**src/rtl/wb_commit_pkg.sv**
```systemverilog
// rtl/wb_commit_pkg.sv - shared encodings and constants for the write-back commit unit
package wb_commit_pkg;

   localparam int          XLEN_DEF      = 32;
   localparam logic [11:0] ADDR_MEPC     = 12'h341;
   localparam logic [11:0] ADDR_MCAUSE   = 12'h342;
   localparam int          CAUSE_ECALL_M = 11;

   typedef enum logic [2:0] {
      RD_NONE  = 3'd0,
      RD_ALU   = 3'd1,
      RD_MEM   = 3'd2,
      RD_SNPC  = 3'd3,
      RD_CSRRW = 3'd4,
      RD_CSRRS = 3'd5,
      RD_CMP   = 3'd6
   } rdsrc_e;

   typedef enum logic [1:0] {
      S_IDLE,
      S_COMMIT,
      S_TRAP_CAUSE,
      S_REDIR
   } state_e;

   function automatic logic gpr_writes(input logic [2:0] src, input logic [4:0] rd);
      return (src >= 3'(RD_ALU)) && (src <= 3'(RD_CMP)) && (rd != 5'd0);
   endfunction

endpackage

```
**src/rtl/wb_commit_if.sv**
```systemverilog
// rtl/wb_commit_if.sv - M->W stage valid/ready bus carrying one retiring instruction
interface wb_commit_if #(parameter int XLEN = 32);

   logic            s_valid;
   logic            s_ready;
   logic [XLEN-1:0] dnpcW;
   logic [XLEN-1:0] snpcW;
   logic [XLEN-1:0] pcW;
   logic [2:0]      rdregsrcW;
   logic [XLEN-1:0] mdataW;
   logic [XLEN-1:0] ALU_resultW;
   logic [XLEN-1:0] csrW;
   logic [XLEN-1:0] src2W;
   logic [11:0]     csraddrW;
   logic            cmp_resultW;
   logic            ecallW;
   logic [4:0]      rdW;

   modport master (
      output s_valid, dnpcW, snpcW, pcW, rdregsrcW, mdataW, ALU_resultW,
             csrW, src2W, csraddrW, cmp_resultW, ecallW, rdW,
      input  s_ready
   );

   modport slave (
      input  s_valid, dnpcW, snpcW, pcW, rdregsrcW, mdataW, ALU_resultW,
             csrW, src2W, csraddrW, cmp_resultW, ecallW, rdW,
      output s_ready
   );

endinterface

```
**src/rtl/wb_result_mux.sv**
```systemverilog
// rtl/wb_result_mux.sv - selects GPR and CSR write data from the retiring instruction fields
module wb_result_mux
   import wb_commit_pkg::*;
#(
   parameter int XLEN = 32
) (
   input  logic [2:0]      rdregsrc,
   input  logic [XLEN-1:0] alu_result,
   input  logic [XLEN-1:0] mdata,
   input  logic [XLEN-1:0] snpc,
   input  logic [XLEN-1:0] csr,
   input  logic [XLEN-1:0] src2,
   input  logic            cmp_result,
   output logic [XLEN-1:0] gpr_wdata,
   output logic [XLEN-1:0] csr_wdata
);

   always_comb begin
      gpr_wdata = '0;
      case (rdregsrc)
         RD_ALU:   gpr_wdata = alu_result;
         RD_MEM:   gpr_wdata = mdata;
         RD_SNPC:  gpr_wdata = snpc;
         RD_CSRRW,
         RD_CSRRS: gpr_wdata = csr;
         RD_CMP:   gpr_wdata = {{(XLEN-1){1'b0}}, cmp_result};
         default:  gpr_wdata = '0;
      endcase
      // csrrw writes the operand, csrrs sets the operand bits in the old value
      csr_wdata = (rdregsrc == RD_CSRRS) ? (csr | src2) : src2;
   end

endmodule

```
**src/rtl/wb_commit.sv**
```systemverilog
// rtl/wb_commit.sv - write-back commit FSM: GPR/CSR writes, ecall trap, fetch redirect; WB_DIFFTEST_EN adds commit trace
module wb_commit
   import wb_commit_pkg::*;
#(
   parameter int          XLEN        = XLEN_DEF,
   parameter logic [11:0] MEPC_ADDR   = ADDR_MEPC,
   parameter logic [11:0] MCAUSE_ADDR = ADDR_MCAUSE,
   parameter int          ECALL_CAUSE = CAUSE_ECALL_M
) (
   input  logic            clk,
   input  logic            rst,
   wb_commit_if.slave      w,
   input  logic [XLEN-1:0] mtvec,
   output logic            gpr_wen,
   output logic [4:0]      gpr_waddr,
   output logic [XLEN-1:0] gpr_wdata,
   output logic            csr_wen,
   output logic [11:0]     csr_waddr,
   output logic [XLEN-1:0] csr_wdata,
   output logic            npc_valid,
   input  logic            npc_ready,
   output logic [XLEN-1:0] npc
`ifdef WB_DIFFTEST_EN
   ,
   output logic            commit_valid,
   output logic [XLEN-1:0] commit_pc,
   output logic [63:0]     commit_cnt
`endif
);

   state_e          state;
   logic            ecall_q;
   logic [XLEN-1:0] dnpc_q;
   logic [XLEN-1:0] mux_gpr_wdata;
   logic [XLEN-1:0] mux_csr_wdata;
   logic            gpr_wr_d;
   logic            csr_wr_d;

   // Write pulses are registered at the handshake edge so they appear in COMMIT
   wb_result_mux #(.XLEN(XLEN)) u_mux (
      .rdregsrc   (w.rdregsrcW),
      .alu_result (w.ALU_resultW),
      .mdata      (w.mdataW),
      .snpc       (w.snpcW),
      .csr        (w.csrW),
      .src2       (w.src2W),
      .cmp_result (w.cmp_resultW),
      .gpr_wdata  (mux_gpr_wdata),
      .csr_wdata  (mux_csr_wdata)
   );

   assign gpr_wr_d = gpr_writes(w.rdregsrcW, w.rdW);
   assign csr_wr_d = (w.rdregsrcW == RD_CSRRW) ||
                     ((w.rdregsrcW == RD_CSRRS) && (w.src2W != '0));

`ifdef WB_DIFFTEST_EN
   logic [XLEN-1:0] pc_q;
   assign commit_pc = pc_q;
`endif

   always_ff @(posedge clk or negedge rst) begin
      if (!rst) begin
         state     <= S_IDLE;
         ecall_q   <= 1'b0;
         dnpc_q    <= '0;
         w.s_ready <= 1'b1;
         gpr_wen   <= 1'b0;
         gpr_waddr <= '0;
         gpr_wdata <= '0;
         csr_wen   <= 1'b0;
         csr_waddr <= '0;
         csr_wdata <= '0;
         npc_valid <= 1'b0;
         npc       <= '0;
`ifdef WB_DIFFTEST_EN
         pc_q         <= '0;
         commit_valid <= 1'b0;
         commit_cnt   <= '0;
`endif
      end else begin
         gpr_wen   <= 1'b0;
         gpr_waddr <= '0;
         gpr_wdata <= '0;
         csr_wen   <= 1'b0;
         csr_waddr <= '0;
         csr_wdata <= '0;
`ifdef WB_DIFFTEST_EN
         commit_valid <= 1'b0;
`endif
         case (state)
            S_IDLE: begin
               if (w.s_valid) begin
                  ecall_q   <= w.ecallW;
                  dnpc_q    <= w.dnpcW;
                  w.s_ready <= 1'b0;
                  state     <= S_COMMIT;
`ifdef WB_DIFFTEST_EN
                  pc_q      <= w.pcW;
`endif
                  if (w.ecallW) begin
                     csr_wen   <= 1'b1;
                     csr_waddr <= MEPC_ADDR;
                     csr_wdata <= w.pcW;
                  end else begin
                     if (gpr_wr_d) begin
                        gpr_wen   <= 1'b1;
                        gpr_waddr <= w.rdW;
                        gpr_wdata <= mux_gpr_wdata;
                     end
                     if (csr_wr_d) begin
                        csr_wen   <= 1'b1;
                        csr_waddr <= w.csraddrW;
                        csr_wdata <= mux_csr_wdata;
                     end
                  end
               end
            end
            S_COMMIT: begin
               if (ecall_q) begin
                  csr_wen   <= 1'b1;
                  csr_waddr <= MCAUSE_ADDR;
                  csr_wdata <= XLEN'(ECALL_CAUSE);
                  state     <= S_TRAP_CAUSE;
               end else begin
                  npc_valid <= 1'b1;
                  npc       <= dnpc_q;
                  state     <= S_REDIR;
               end
            end
            S_TRAP_CAUSE: begin
               npc_valid <= 1'b1;
               npc       <= mtvec;
               state     <= S_REDIR;
            end
            S_REDIR: begin
               if (npc_ready) begin
                  npc_valid <= 1'b0;
                  w.s_ready <= 1'b1;
                  state     <= S_IDLE;
`ifdef WB_DIFFTEST_EN
                  commit_valid <= 1'b1;
                  commit_cnt   <= commit_cnt + 64'd1;
`endif
               end
            end
            default: state <= S_IDLE;
         endcase
      end
   end

endmodule

```
**src/flat_wrapper.sv**
```systemverilog
// flat-port wrapper written by rule: the top's interface ports become plain ports
module wb_commit_flat import wb_commit_pkg::*;
#(
   parameter int          XLEN        = XLEN_DEF,
   parameter logic [11:0] MEPC_ADDR   = ADDR_MEPC,
   parameter logic [11:0] MCAUSE_ADDR = ADDR_MCAUSE,
   parameter int          ECALL_CAUSE = CAUSE_ECALL_M
)
  (clk, rst, mtvec, gpr_wen, gpr_waddr, gpr_wdata, csr_wen, csr_waddr, csr_wdata, npc_valid, npc_ready, npc, w_s_valid, w_dnpcW, w_snpcW, w_pcW, w_rdregsrcW, w_mdataW, w_ALU_resultW, w_csrW, w_src2W, w_csraddrW, w_cmp_resultW, w_ecallW, w_rdW, w_s_ready);
  wb_commit_if #(.XLEN(XLEN)) w_i ();
  input  logic clk;
  input  logic rst;
  input  logic [XLEN-1:0] mtvec;
  output logic gpr_wen;
  output logic [4:0] gpr_waddr;
  output logic [XLEN-1:0] gpr_wdata;
  output logic csr_wen;
  output logic [11:0] csr_waddr;
  output logic [XLEN-1:0] csr_wdata;
  output logic npc_valid;
  input  logic npc_ready;
  output logic [XLEN-1:0] npc;
  input wire logic [$bits(w_i.s_valid)-1:0] w_s_valid;
  input wire logic [$bits(w_i.dnpcW)-1:0] w_dnpcW;
  input wire logic [$bits(w_i.snpcW)-1:0] w_snpcW;
  input wire logic [$bits(w_i.pcW)-1:0] w_pcW;
  input wire logic [$bits(w_i.rdregsrcW)-1:0] w_rdregsrcW;
  input wire logic [$bits(w_i.mdataW)-1:0] w_mdataW;
  input wire logic [$bits(w_i.ALU_resultW)-1:0] w_ALU_resultW;
  input wire logic [$bits(w_i.csrW)-1:0] w_csrW;
  input wire logic [$bits(w_i.src2W)-1:0] w_src2W;
  input wire logic [$bits(w_i.csraddrW)-1:0] w_csraddrW;
  input wire logic [$bits(w_i.cmp_resultW)-1:0] w_cmp_resultW;
  input wire logic [$bits(w_i.ecallW)-1:0] w_ecallW;
  input wire logic [$bits(w_i.rdW)-1:0] w_rdW;
  output wire logic [$bits(w_i.s_ready)-1:0] w_s_ready;
  assign w_i.s_valid = w_s_valid;
  assign w_i.dnpcW = w_dnpcW;
  assign w_i.snpcW = w_snpcW;
  assign w_i.pcW = w_pcW;
  assign w_i.rdregsrcW = w_rdregsrcW;
  assign w_i.mdataW = w_mdataW;
  assign w_i.ALU_resultW = w_ALU_resultW;
  assign w_i.csrW = w_csrW;
  assign w_i.src2W = w_src2W;
  assign w_i.csraddrW = w_csraddrW;
  assign w_i.cmp_resultW = w_cmp_resultW;
  assign w_i.ecallW = w_ecallW;
  assign w_i.rdW = w_rdW;
  assign w_s_ready = w_i.s_ready;
  wb_commit #(.XLEN(XLEN), .MEPC_ADDR(MEPC_ADDR), .MCAUSE_ADDR(MCAUSE_ADDR), .ECALL_CAUSE(ECALL_CAUSE)) u_core (.clk(clk), .rst(rst), .w(w_i), .mtvec(mtvec), .gpr_wen(gpr_wen), .gpr_waddr(gpr_waddr), .gpr_wdata(gpr_wdata), .csr_wen(csr_wen), .csr_waddr(csr_waddr), .csr_wdata(csr_wdata), .npc_valid(npc_valid), .npc_ready(npc_ready), .npc(npc));
endmodule
```
**config.mk**
```make
export PLATFORM = sky130hd
export DESIGN_NAME = wb_commit_flat
export DESIGN_NICKNAME = d
export VERILOG_FILES = /design/src/rtl/wb_commit_pkg.sv /design/src/rtl/wb_commit_if.sv /design/src/rtl/wb_result_mux.sv /design/src/rtl/wb_commit.sv /design/src/flat_wrapper.sv
export SDC_FILE = /design/constraint.sdc
export NUM_CORES = 1
export LEC_CHECK = 0
export CORE_AREA = 2 2 153 155
export CTS_CLUSTER_DIAMETER = 120
export DETAILED_ROUTE_END_ITERATION = 12
export DIE_AREA = 0 0 155 157
export GPL_TIMING_DRIVEN = 0
export HOLD_SLACK_MARGIN = 0.03
export PLACE_DENSITY = 0.72
export REMOVE_ABC_BUFFERS = 1
export SLEW_MARGIN = 20
export SYNTH_ARGS = -nofsm -noshare
export SYNTH_HDL_FRONTEND = slang
export SYNTH_SLANG_ARGS = --single-unit
```
**constraint.sdc**
```tcl
create_clock -name clk -period 2.1 [get_ports clk]
set_clock_uncertainty 0.2 [all_clocks]
set_input_delay 0.42 -clock clk [delete_from_list [all_inputs] [get_ports clk]]
set_output_delay 0.42 -clock clk [all_outputs]
set_load 0.01 [all_outputs]
```
# Word level (Yosys, flattened, before mapping)
# Cells that the tools add are included.
totals:
  reg_bits: 152
  out_inout_bits: 117
op_classes:
  magnitude_cmp: 2
  n_eq_ne: 12
  n_mux: 41
  n_bitwise: 1
  reduce_logical: 16
op_table:
  columns: ["op", "n"]
  rows:
  - ["$mux W32", 9]
  - ["$pmux W32 S5", 1]
  - ["$pmux W32 S2", 2]
  - ["$mux W12", 3]
  - ["$or A32 B32 Y32", 1]
  - ["$reduce_bool A32 Y1", 1]
  - ["$pmux W12 S2", 1]
  - ["$mux W5", 4]
  - ["$mux W1", 13]
  - ["$mux W10", 1]
  - ["$eq A3 B3 Y1 const B", 3]
  - ["$pmux W2 S4", 1]
  - ["$eq A3 B2 Y1 const B", 2]
  - ["$ne A2 B2 Y1 const B", 3]
  - ["$reduce_and A2 Y1", 3]
  - ["$reduce_and A3 Y1", 2]
  - ["$reduce_bool A5 Y1", 1]
  - ["$eq A2 B2 Y1 const B", 2]
  - ["$mux W2", 2]
  - ["$mux W4", 1]
  - ["$pmux W1 S2", 2]
  - ["$reduce_bool A2 Y1", 2]
  - ["$eq A3 B1 Y1 const B", 1]
  - ["$ge A3 B1 Y1 const B", 1]
  - ["other kinds (8)", 10]

# Depth between registers and ports, before layout
logic_depth:
  word_depth: 7
  ltp_mapped: 8
  ltp_nobuf: 6

# Modules after synthesis
# Synthesis repeated with hierarchy kept, for this count alone.
hier_totals:
  hier_cells: 683
  hier_area_um2: 7108.1
by_module_without_submodules:
  columns: ["mod", "n_inst", "cells_per_inst", "area_per_inst_um2", "seq_area_each_um2"]
  rows:
  - ["wb_commit", 1, 525, 5916.9, 3804.9]
  - ["wb_result_mux", 1, 158, 1191.1, 0.0]

# Least setup slack after synthesis
# No wires, ideal clock.
synth_timing:
  path_kind: "reg-to-reg"
  startpoint: "reg u_core.state[0]"
  endpoint: "reg u_core.csr_wdata[12]"
  arrival_ps: 1777
  t_required_ps: 1808
  slack_ps: 32
  path_stages_with_launch: 9
  period_less_slack_ps: 2068
  path_cell_list: "dfrtp_1 inv_1 ha_1 nand2_2 buf_6 or3_1 buf_6 buf_6 o31ai_2"
synth_via:
  elab_chain_cells: 2
  word_cells_on_any_way: 3
synth_rtl:
  columns: ["element", "line_no", "text"]
  rows:
  - ["start, declared", "wb_commit.sv:31", "state_e state;"]
  - ["start signal, assigned", "wb_commit.sv:63", "state <= S_IDLE;"]
  - ["start signal, assigned", "wb_commit.sv:96", "state <= S_COMMIT;"]
  - ["start signal, assigned", "wb_commit.sv:123", "state <= S_TRAP_CAUSE;"]
  - ["$eq A2 B1 Y1 / $logic_not A2 Y1 (equally long branches)", "wb_commit.sv:90", "case (state)"]
  - ["$pmux W32 S2 (*)", "wb_commit.sv:90", null]
  - ["end signal, assigned", "wb_commit.sv:103", "csr_wdata <= w.pcW;"]
  - ["end signal, assigned", "wb_commit.sv:113", "csr_wdata <= mux_csr_wdata;"]
  - ["end signal, assigned", "wb_commit.sv:122", "csr_wdata <= XLEN'(ECALL_CAUSE);"]
  - ["end, declared", "wb_commit.sv:19", "output logic [XLEN-1:0] csr_wdata,"]
# Every way passes the cells marked *; elsewhere a longest branch is shown, timed or not.
# A chain may end at the register's enable or synchronous reset.

# Worst setup path after layout
layout_timing:
  startpoint: "in w_src2W[5]"
  endpoint: "reg u_core.csr_wdata[13]"
layout_via:
  elab_chain_cells: 7
layout_rtl:
  columns: ["element", "line_no", "text"]
  rows:
  - ["start, declared", "flat_wrapper.sv:31", "input wire logic [$bits(w_i.src2W)-1:0] w_src2W;"]
  - ["$reduce_bool A32 Y1", "wb_commit.sv:54", "((w.rdregsrcW == RD_CSRRS) && (w.src2W != '0));"]
  - ["$logic_and A1 B1 Y1", "wb_commit.sv:54", null]
  - ["$logic_or A1 B1 Y1", "wb_commit.sv:53", "assign csr_wr_d = (w.rdregsrcW == RD_CSRRW) ||"]
  - ["$mux W32", "wb_commit.sv:110", "if (csr_wr_d) begin"]
  - ["$mux W32", "wb_commit.sv:100", "if (w.ecallW) begin"]
  - ["$mux W32", "wb_commit.sv:92", "if (w.s_valid) begin"]
  - ["$pmux W32 S2", "wb_commit.sv:90", null]
# No other way between the ends.

==> flow_summary.toml <==
[status]
status = "finished clean"

[critical_path]
worst_path_max_delay_cell = "or4_1"
worstPathCellList = "clkdlybuf4s50_1 -> or4_1 -> nor2_2 -> and3_4 -> buf_12 -> o31ai_2"
path_max_fanout = 8
critPathArrivalTime_ns = 2.18
critPathKind = "in2reg"
required_ns = 2.21
cp-start-kind = "input port"
r2r_end = "u_core.csr_wdata[9]"
rrSetupSlack_ns = 0.07
cp_slowest_stage_delay_ns = 0.58
end_kind = "flip-flop"
crit_start = "w_src2W[5]"
r2r_cells = 6
endpoint = "u_core.csr_wdata[13]"
rr_startpoint = "u_core.state[0]"

[floorplan]
floorplan.initialDensity = 0.327
dieArea_um2 = 24300
std_cell_rows = 55
die_w_um = 155
fp.coreArea_um2 = 22500
die_h_um = 157
io_pins = 399

[place]
portBuffers = 398
place.gp.congestion = 0.794
placed_cell_area_um2 = 11700
hpwl_mm = 21.4

[timing]
setup_viol_count_final = 0
slew_viol_final = 0
setup_tns_ns = 0
min_period_over_period = 0.986
timing.final.crit_period_ns = 2.07
relSlewSlack = 0.594
rsz0062_at_grt = "yes"
hold_viol = 0
tightest_slew_ns = 0.609
fmax_mhz = 483

[clocking]
ctsHtreeMaxLevel = 4
cts_tree = "done"
cts_root_buffer = "clkbuf_16"
clk_latency_ns = 0.43
cts_inserted_buffers = 17
clk_pin_slew_worst_paths_ns = 0.08
cts_sinks = 152
cts_max_path_buffers = 2

[synthesis]
ys_seq_area_frac = 0.517
async_flop_share = 1.00
synth_cell_type_count = 42
synthFlopType = "dfrtp_1"
yosysMostFrequentCell = "dfrtp_1"
syn_area_um2 = 7360
synth_top_area_share = 0.513
ys.warnings.count = 0
ys_top_cells_by_area = "dfrtp_1, mux2_2, mux2i_1, o31ai_2, nand2_1"
yosysTopAreaCell = "dfrtp_1"
synth_edf_count = 0
netlist_instances = 672
synth_seq_cells = 152
avgSynthCellArea_um2 = 11.0
synthTopCellsByCount = "dfrtp_1, nand2_1, mux2_2"

[route]
wl_mm = 30.3
postRouteAntennaNets = 0
vias = 6993
dr.first_iter.drc_count = 379
avgViaCountPerCell = 5.08
routedWlPerCell_um = 22.0
first_pass_iters = 5
drc = 0

[min_path]
hold_start = "w_rdregsrcW[0]"
hold_path_depth = 3
hp-class = "in2reg"

[cells_and_area]
final_nets = 1359
drive_above_1_share = 0.174
syn2layout_area_growth_pct = 74.1
design_area_um2 = 12800

[grt]
grt_pass1_wl_mm = 43.6
grtUsageTotal = 0.243
antenna_found_initial = 7
first_global_vias = 7236
grt_max_degree = 86
gr-total-overflow = 0

[power_and_ir_drop]
powerDensity_nw_per_um2 = 995
p_leak_nw = 5.23
ir_worst_vdd_mv = 0.767

[job]
drv_cap = 0
registers in the layout, indices dropped and copies added (netlist names):
name and cells:
u_core.dnpc_q 32, u_core.gpr_wdata 32, u_core.state 2, u_core.csr_wen 1, u_core.csr_waddr 12, u_core.w.s_ready 1
u_core.gpr_wen 1, u_core.gpr_waddr 5, u_core.npc_valid 1, u_core.ecall_q 1, u_core.csr_wdata 32, u_core.npc 32
metrics by stage:
step | setup WS [ns] | hold slack, ns | total power [mW] | instances | util
floorplan | -1.29 | -0.0756 | 6.59 | 616 | -
global placement | -6.11 | 0.288 | 8.57 | 1299 | 0.507
detailed placement | -1.21 | 0.214 | 9.29 | 1310 | 0.521
CTS | 0.00204 | 0.279 | 12.7 | 1361 | 0.562
global route | -0.0101 | 0.324 | 13.5 | 1374 | 0.570
finish | 0.0290 | 0.299 | 12.8 | 1376 | 0.570
area by class of cell:
cell class              instances  area [um^2]
clock inverters                15          203
well taps                     285          357
fillers                      1972         9680
repair buffers                433         4570
diodes                          5         12.5
clock buffers                  17          425
multi-input cells             462         3420
inverters                       7         28.8
flip-flops and latches        152         3810
placed cells by master (no fill, tap or decap), types with 4 or more instances in the layout:
| cell | count |
|---|---|
| and2_1 | 5 |
| a21oi_1 | 38 |
| nor2b_1 | 32 |
| o211a_1 | 4 |
| clkdlybuf4s50_1 | 391 |
| buf_12 | 9 |
| dfrtp_1 | 149 |
| a22oi_1 | 32 |
| inv_8 | 5 |
| nor4_1 | 4 |
| nor3b_1 | 6 |
| inv_1 | 5 |
| clkinv_8 | 5 |
| buf_16 | 9 |
| o31ai_2 | 23 |
| o31ai_1 | 5 |
| nor2_1 | 37 |
| mux2_2 | 63 |
| nor3_1 | 4 |
| nand2_1 | 66 |
| o21ai_0 | 34 |
| clkbuf_16 | 19 |
| buf_4 | 16 |
| diode_2 | 5 |
| a31oi_1 | 33 |
| mux2i_1 | 34 |
critical path, delay by kind of cell:
family          cells  cell delay [ns]
simple gates        3             1.09
compound gates      1             0.07
buf+inv             2             0.60
per-layer routing:
layer / wire length (um) / track usage
met3: 2880 / 0.0831
met4: 710 / 0.0877
met2: 15100 / 0.421
met5: 26 / 0
met1: 11600 / 0.279
cell families (layout without fill, tap and decap cells):
logic type               count (synthesis)  after routing  share of synthesized area
AO/OA/AOI/OAI                          180            180                      0.173
adder cells (fa/ha/maj)                  4              4                    0.00680
buffers and inverters                   63            472                     0.0435
flip-flops                             152            152                      0.517
multiplexers                            97             97                      0.143
other                                    0              5                          0
AND/OR/NAND/NOR                        176            181                      0.117
report_power, final:
group / internal, mW / switching [mW]
Clock: 1.73 / 1.52
Sequential: 3.81 / 0.421
Combinational: 2.87 / 2.41
timing repair:
| action | 4_1_cts | 5_1_grt |
|---|---|---|
| gates cloned | 4 | 3 |
| gates resized for setup | 16 | 12 |
| pin swaps | 6 | 3 |
| endpoints found under the hold margin | 66 | 0 |
| setup buffers | 14 | 7 |
| setup endpoints to repair | 129 | 76 |
| hold buffers | 1 | 0 |
worst min path at each step:
stage                          endpoint  slack, ns
global placement       u_core.dnpc_q[4]       0.29
global route          u_core.dnpc_q[16]       0.32
finish              u_core.csr_wdata[6]       0.30
floorplan           u_core.csr_waddr[0]      -0.08
detailed placement        u_core.npc[0]       0.21
CTS                 u_core.csr_wdata[6]       0.28
Note: power is estimated with default switching activity, not from simulation.
